**src/rtl/dmem_arb_pkg.sv**
```systemverilog
// rtl/dmem_arb_pkg.sv - shared widths, FSM encoding and port indices for dmem_arbiter
package dmem_arb_pkg;

  localparam int ADDR_W_DEF = 12;
  localparam int DATA_W_DEF = 32;

  localparam int P0 = 0;
  localparam int P1 = 1;

  typedef enum logic {
    NORMAL = 1'b0,
    STARVE = 1'b1
  } arb_state_e;

endpackage

```
**src/rtl/dmem_arb_grant.sv**
```systemverilog
// rtl/dmem_arb_grant.sv - combinational one-hot grant select
// DMEM_ARB_RR_EN selects round-robin on last_gnt instead of fixed priority plus STARVE override.
module dmem_arb_grant
  import dmem_arb_pkg::*;
(
  input  logic       rst,
  input  logic [1:0] req,
`ifdef DMEM_ARB_RR_EN
  input  logic       last_gnt,
`else
  input  arb_state_e state,
`endif
  output logic [1:0] gnt
);

  always_comb begin
    gnt = 2'b00;
    if (!rst) begin
`ifdef DMEM_ARB_RR_EN
      // last_gnt = 1 means port 1 was served most recently
      if (req == 2'b11) begin
        if (last_gnt) gnt[P0] = 1'b1;
        else          gnt[P1] = 1'b1;
      end else begin
        gnt = req;
      end
`else
      if (state == STARVE)  gnt[P1] = req[P1];
      else if (req[P0])     gnt[P0] = 1'b1;
      else                  gnt[P1] = req[P1];
`endif
    end
  end

endmodule

```
**src/rtl/dmem_arbiter.sv**
```systemverilog
// rtl/dmem_arbiter.sv - two-port arbiter in front of a 1-cycle-latency synchronous data memory
// DMEM_ARB_RR_EN builds round-robin arbitration; undefined builds fixed priority with starvation guard.
module dmem_arbiter
  import dmem_arb_pkg::*;
#(
  parameter int ADDR_W   = ADDR_W_DEF,
  parameter int DATA_W   = DATA_W_DEF,
  parameter int MAX_WAIT = 4
) (
  input  logic              clk,
  input  logic              rst,
  input  logic              p0_req,
  input  logic              p0_we,
  input  logic [ADDR_W-1:0] p0_addr,
  input  logic [DATA_W-1:0] p0_wdata,
  output logic              p0_gnt,
  output logic              p0_stall,
  output logic              p0_rvalid,
  output logic [DATA_W-1:0] p0_rdata,
  input  logic              p1_req,
  input  logic              p1_we,
  input  logic [ADDR_W-1:0] p1_addr,
  input  logic [DATA_W-1:0] p1_wdata,
  output logic              p1_gnt,
  output logic              p1_rvalid,
  output logic [DATA_W-1:0] p1_rdata,
  output logic [ADDR_W-1:0] mem_addr,
  output logic              mem_we,
  output logic [DATA_W-1:0] mem_wdata,
  input  logic [DATA_W-1:0] mem_rdata
);

  logic [1:0] req;
  logic [1:0] gnt;
  logic [1:0] rvalid_q, rvalid_d;

  assign req = {p1_req, p0_req};

`ifdef DMEM_ARB_RR_EN
  logic last_gnt_q, last_gnt_d;

  dmem_arb_grant u_grant (
    .rst      (rst),
    .req      (req),
    .last_gnt (last_gnt_q),
    .gnt      (gnt)
  );

  always_comb begin
    last_gnt_d = last_gnt_q;
    if (gnt[P0])      last_gnt_d = 1'b0;
    else if (gnt[P1]) last_gnt_d = 1'b1;
  end

  // Reset to "port 1 last" so port 0 wins the first contested cycle
  always_ff @(posedge clk) begin
    if (rst) last_gnt_q <= 1'b1;
    else     last_gnt_q <= last_gnt_d;
  end
`else
  localparam logic [3:0] WAIT_LAST = 4'(MAX_WAIT - 1);

  arb_state_e state_q, state_d;
  logic [3:0] wait_cnt_q, wait_cnt_d;

  dmem_arb_grant u_grant (
    .rst   (rst),
    .req   (req),
    .state (state_q),
    .gnt   (gnt)
  );

  always_comb begin
    state_d    = state_q;
    wait_cnt_d = 4'd0;
    if (state_q == STARVE) begin
      state_d = NORMAL;
    end else if (p1_req && !gnt[P1]) begin
      if (wait_cnt_q == WAIT_LAST) state_d = STARVE;
      else                         wait_cnt_d = wait_cnt_q + 4'd1;
    end
  end

  always_ff @(posedge clk) begin
    if (rst) begin
      state_q    <= NORMAL;
      wait_cnt_q <= 4'd0;
    end else begin
      state_q    <= state_d;
      wait_cnt_q <= wait_cnt_d;
    end
  end
`endif

  assign p0_gnt   = gnt[P0];
  assign p1_gnt   = gnt[P1];
  assign p0_stall = p0_req & ~gnt[P0];

  assign mem_we    = (gnt[P0] & p0_we) | (gnt[P1] & p1_we);
  assign mem_addr  = gnt[P1] ? p1_addr  : p0_addr;
  assign mem_wdata = gnt[P1] ? p1_wdata : p0_wdata;

  assign rvalid_d = {gnt[P1] & ~p1_we, gnt[P0] & ~p0_we};

  always_ff @(posedge clk) begin
    if (rst) rvalid_q <= 2'b00;
    else     rvalid_q <= rvalid_d;
  end

  // Masked by rst so an asserted reset hides a read still in flight
  assign p0_rvalid = rvalid_q[P0] & ~rst;
  assign p1_rvalid = rvalid_q[P1] & ~rst;
  assign p0_rdata  = mem_rdata;
  assign p1_rdata  = mem_rdata;

endmodule
```
**config.mk**
```make
export PLATFORM = sky130hd
export DESIGN_NAME = dmem_arbiter
export DESIGN_NICKNAME = d
export VERILOG_FILES = /design/src/rtl/dmem_arb_pkg.sv /design/src/rtl/dmem_arb_grant.sv /design/src/rtl/dmem_arbiter.sv
export SDC_FILE = /design/constraint.sdc
export NUM_CORES = 1
export LEC_CHECK = 0
export CORE_AREA = 2 2 94 96
export DETAILED_ROUTE_END_ITERATION = 8
export DIE_AREA = 0 0 96 98
export GPL_ROUTABILITY_DRIVEN = 0
export PLACE_DENSITY_LB_ADDON = 0.3
export SLEW_MARGIN = 25
export SYNTH_ARGS = -nofsm -noshare
export SYNTH_HDL_FRONTEND = slang
export SYNTH_SLANG_ARGS = --single-unit
```
**constraint.sdc**
```tcl
create_clock -name clk -period 1.3 [get_ports clk]
set_clock_uncertainty 0.15 [all_clocks]
set_input_delay 0.13 -clock clk [delete_from_list [all_inputs] [get_ports clk]]
set_output_delay 0.13 -clock clk [all_outputs]
set_load 0.03 [all_outputs]
```
==> metrics.sh, run 1 <==
OUTCOME='finished, violations left'
VIOLATIONS_IN_THE_FINAL_REPORTS='negative setup slack'
SYNTH-SEQ-AREA-SHARE_PCT=9.17
CTS_BUFFERS=3
PATH_CELLS='nand2b_4 -> nand3b_4 -> buf_12 -> mux2_2 -> clkdlybuf4s15_2'
POST_ROUTE_CELLS_DRIVE_ABOVE_1_SHARE_PCT=53.4
PORTBUFFERS=143
FINALWORSTPATHREQUIREDPERIOD_NS=1.93
TOP_LEVEL_PORTS=240
GRTUSAGEMET1_PCT=9.67
SYN2LAYOUT_AREA_GROWTH_PCT=85.3
HTREEDEPTH=1
FINAL-MAX-SLEW-VIOLATION-COUNT=0
CORE_AREA_UM2=8470
POSTCTSHOLDBUFS=0
MET3_USAGE_PCT=4.63
POSTSYNTHREGISTERBITS=7
IR_DROP_mV=0.473
CLOCK_SINKS=7
FINAL-SETUP-VIOL-COUNT=49
DETAIL_ROUTE.FIRST_PASS.ITERATIONS=4
WORSTHOLDPATHTYPE='input pin to output pin'
START_UTIL_PCT=18.0
GRT_PASS1_VIAS=1321
GRT.TOTAL_USAGE_PCT=8.64
PLACEDCELLCOUNT=331
MIN-DELAY-START='mem_rdata[6]'
CLOCK_TREE.ROOT_CELL='sky130_fd_sc_hd__clkbuf_8'
GRT_SETUP_UNREPAIRED='true'
GRT_PASS1_WL_MM=6.54
ARRIVAL_NS=1.65
SYNTH_TOP_CELLS_BY_COUNT='sky130_fd_sc_hd__buf_4 (64), sky130_fd_sc_hd__mux2_4 (38), sky130_fd_sc_hd__dfxtp_1 (7), sky130_fd_sc_hd__mux2_2 (7), sky130_fd_sc_hd__buf_12 (5)'
LAYOUT.NETS=366
TIMING.FINAL.CRIT_SHARE_PCT=149
REG2REGPATHDEPTH=7
GR-MAX-USAGE-LAYER='met2'
TIMING.REG2REG.SETUP_SLACK_NS=-0.07
YOSYSMOSTFREQUENTCELL='sky130_fd_sc_hd__buf_4'
VIASPERCELL=3.77
DRV.MAX_CAP_VIOLATION_COUNT=0
CP_DATA_REQUIRED_TIME_NS=1.02
CRIT_TYPE='flop to output pin'
YOSYS_MOST_USED_DFF='sky130_fd_sc_hd__dfxtp_1'
ANTENNA_CELLS_INSERTED=0
TIMING.FINAL.WS_SETUP_NS=-0.635
ENDPOINT='mem_addr[0]'
TIMING.FINAL.HOLD_VIOLATIONS=0
YS_WARN_COUNT=0
SYNTH-EDFF-COUNT=0
POST_SYNTH_INST_COUNT=143
DIE_W_UM=96
MAX_STAGE_DELAY_CELL_WORST_PATH='sky130_fd_sc_hd__mux2_2'
SYNTH_NETS=270
PATH_MAX_FANOUT=23
MAX-CLOCK-PATH-BUFFERS=2
HPWLAFTERDP_MM=3.52
YS_TYPES=19
POWER_DENSITY_nW_PER_UM2=529
POSTSYNTH.ASYNCRESETSHARE_PCT=0
WORST-SLEW-PIN-TRANSITION_NS=0.252
NETLIST_AREA_UM2=1530
CRITICAL-PATH-MAX-STAGE-DELAY_NS=0.35
DRTANTENNAVIOLNETS=0
CRITPATHLAUNCHTYPE='flop'
CLOCK_INSERTION_DELAY_WORST_SKEW_NS=0.23
TRITONCTS='yes'
WIRE_PER_INST_UM=13.4
GR-TOTAL-OVERFLOW=0
ROUTE.DETAILED.DRC=0
AVGSYNTHCELLAREA_UM2=10.7
YOSYSTOPAREACELLSHARE_PCT=37.3
MAXIMUM_NUMBER_OF_PINS_ON_ONE_NET_BEFORE_GLOBAL_ROUTE_REPAIR=24
GROUTE.LAYER.MET2.USAGE_PCT=14.3
CRITICAL_PATH.REG2REG.ENDPOINT='rvalid_q[1]'
NUM_VIAS=1303
CELLLEAKAGEPOWER_nW=1.31
DIE_AREA_UM2=9410
CLOCK.FMAX_MHz=517
STARTPOINT='state_q'
INITIAL_ANTENNA_VIOLATION_COUNT=0
P_TOTAL_W=0.00150
DIE_HEIGHT_UM=98
DETAILEDROUTE.FIRSTITERATIONVIOLATIONS=11
WORST_SETUP_EP_TYPE='output pin'
R2R_START='state_q'
NETLIST.TOP_CELL.BY_AREA='sky130_fd_sc_hd__mux2_4'
YS_TOP_CELLS_BY_AREA='sky130_fd_sc_hd__mux2_4 (37%), sky130_fd_sc_hd__buf_4 (31%), sky130_fd_sc_hd__dfxtp_1 (9.2%)'
PLACEMENT_ROWS=34
CTS.REPORTEDPATHS.CLKPINSLEW_NS=0.04
TOTALWIRELENGTH_MM=4.65
SLEW_HEADROOM_PCT=83.1
FINALNONFILLERCELLS=346
## repair_timing
action                                  CTS  global route
endpoints found under the setup margin   48            54
pin swaps                                 0             1
cloned                                    2             1
setup buffers                             6             3
resized for setup                       172            36
## logic make-up (layout without fill, tap and decap cells)
group / Yosys count / after routing / share of synthesized area [%]
AO/OA/AOI/OAI: 1 / 1 / 0.573
XOR/XNOR: 1 / 1 / 0.573
buffers and inverters: 70 / 165 / 38.2
multiplexers: 45 / 45 / 42.5
AND/OR/NAND/NOR: 18 / 18 / 8.11
flip-flops: 7 / 7 / 9.17
adder cells (fa/ha/maj): 1 / 1 / 0.819
## where the power goes
part	internal [W]	switching (W)	leakage (nW)
combinational	0.000582	0.000387	1.23
sequential	0.000219	0.00000205	0.0573
clock	0.000208	0.000100	0.0255
## worst min path at each step
stage / end / cells past startpoint / slack (ns)
3_3_place_gp: p0_rdata[5] / 0 / 0.11
5_1_grt: p1_rdata[24] / 0 / 0.11
4_1_cts: p0_rdata[5] / 0 / 0.11
3_5_place_dp: p0_rdata[5] / 0 / 0.11
6_report: p0_rdata[6] / 0 / 0.11
2_1_floorplan: rvalid_q[1] / 1 / 0.05
## metal layers
metal	vias up	part of all wire, %
met3	3	16
met4	0	0.73
met2	121	47
li1	607	-
met5	-	0
met1	572	36
## worst max-delay path, delay by kind of cell (launching register included)
kind	cells	cell delay [ns]
simple gates	2	0.25
mux	1	0.35
buf+inv	2	0.49
flops	1	0.31
## layout by cell type (no fill, tap or decap), types with 2 or more instances in the layout
| cell | count |
|---|---|
| sky130_fd_sc_hd__clkdlybuf4s15_2 | 21 |
| sky130_fd_sc_hd__buf_6 | 20 |
| sky130_fd_sc_hd__buf_4 | 8 |
| sky130_fd_sc_hd__dlymetal6s2s_1 | 2 |
| sky130_fd_sc_hd__nor2b_1 | 3 |
| sky130_fd_sc_hd__clkbuf_8 | 3 |
| sky130_fd_sc_hd__clkdlybuf4s50_1 | 90 |
| sky130_fd_sc_hd__mux2_4 | 39 |
| sky130_fd_sc_hd__buf_12 | 4 |
| sky130_fd_sc_hd__nor2_4 | 2 |
| sky130_fd_sc_hd__nor2_1 | 2 |
| sky130_fd_sc_hd__dfxtp_1 | 6 |
| sky130_fd_sc_hd__mux2_2 | 6 |
| sky130_fd_sc_hd__buf_2 | 11 |
## cell type report
| cell class | count | area [um^2] |
|---|---|---|
| inverter | 1 | 6.26 |
| timing repair buffer | 160 | 1660 |
| fill | 892 | 5630 |
| tap | 108 | 135 |
| clock inverter | 1 | 5.00 |
| clock buffer | 3 | 41.3 |
| multi-input combinational | 66 | 843 |
| sequential | 7 | 141 |
## registers in the layout (all words and copies together) (netlist names)
name	cells
wait_cnt_q	4
state_q	1
rvalid_q	2
## through the flow
step	utilization (%)	setup slack [ns]	instance area [um^2]	setup TNS, ns	hold slack (ns)
after floorplan	-	-0.133	1540	-5.41	0.0524
after global placement	30.4	-0.993	2570	-43.17	0.110
after detailed placement	30.4	-1.00	2570	-43.57	0.110
after CTS	33.6	-0.671	2850	-28.66	0.110
after global routing	33.4	-0.707	2830	-29.49	0.110
final	33.4	-0.635	2830	-26.31	0.110
Note: power is estimated with default switching activity, not from simulation.
==> run 2: changes to the inputs <==
--- a/config.mk
+++ b/config.mk
@@ -5,6 +5,7 @@
 export SDC_FILE = /design/constraint.sdc
 export NUM_CORES = 1
 export LEC_CHECK = 0
+export CAP_MARGIN = 20
 export CORE_AREA = 2 2 94 96
 export DETAILED_ROUTE_END_ITERATION = 8
 export DIE_AREA = 0 0 96 98
==> results of run 2 <==
No change in the layout: final DEF, timing and power equal those of run 1.
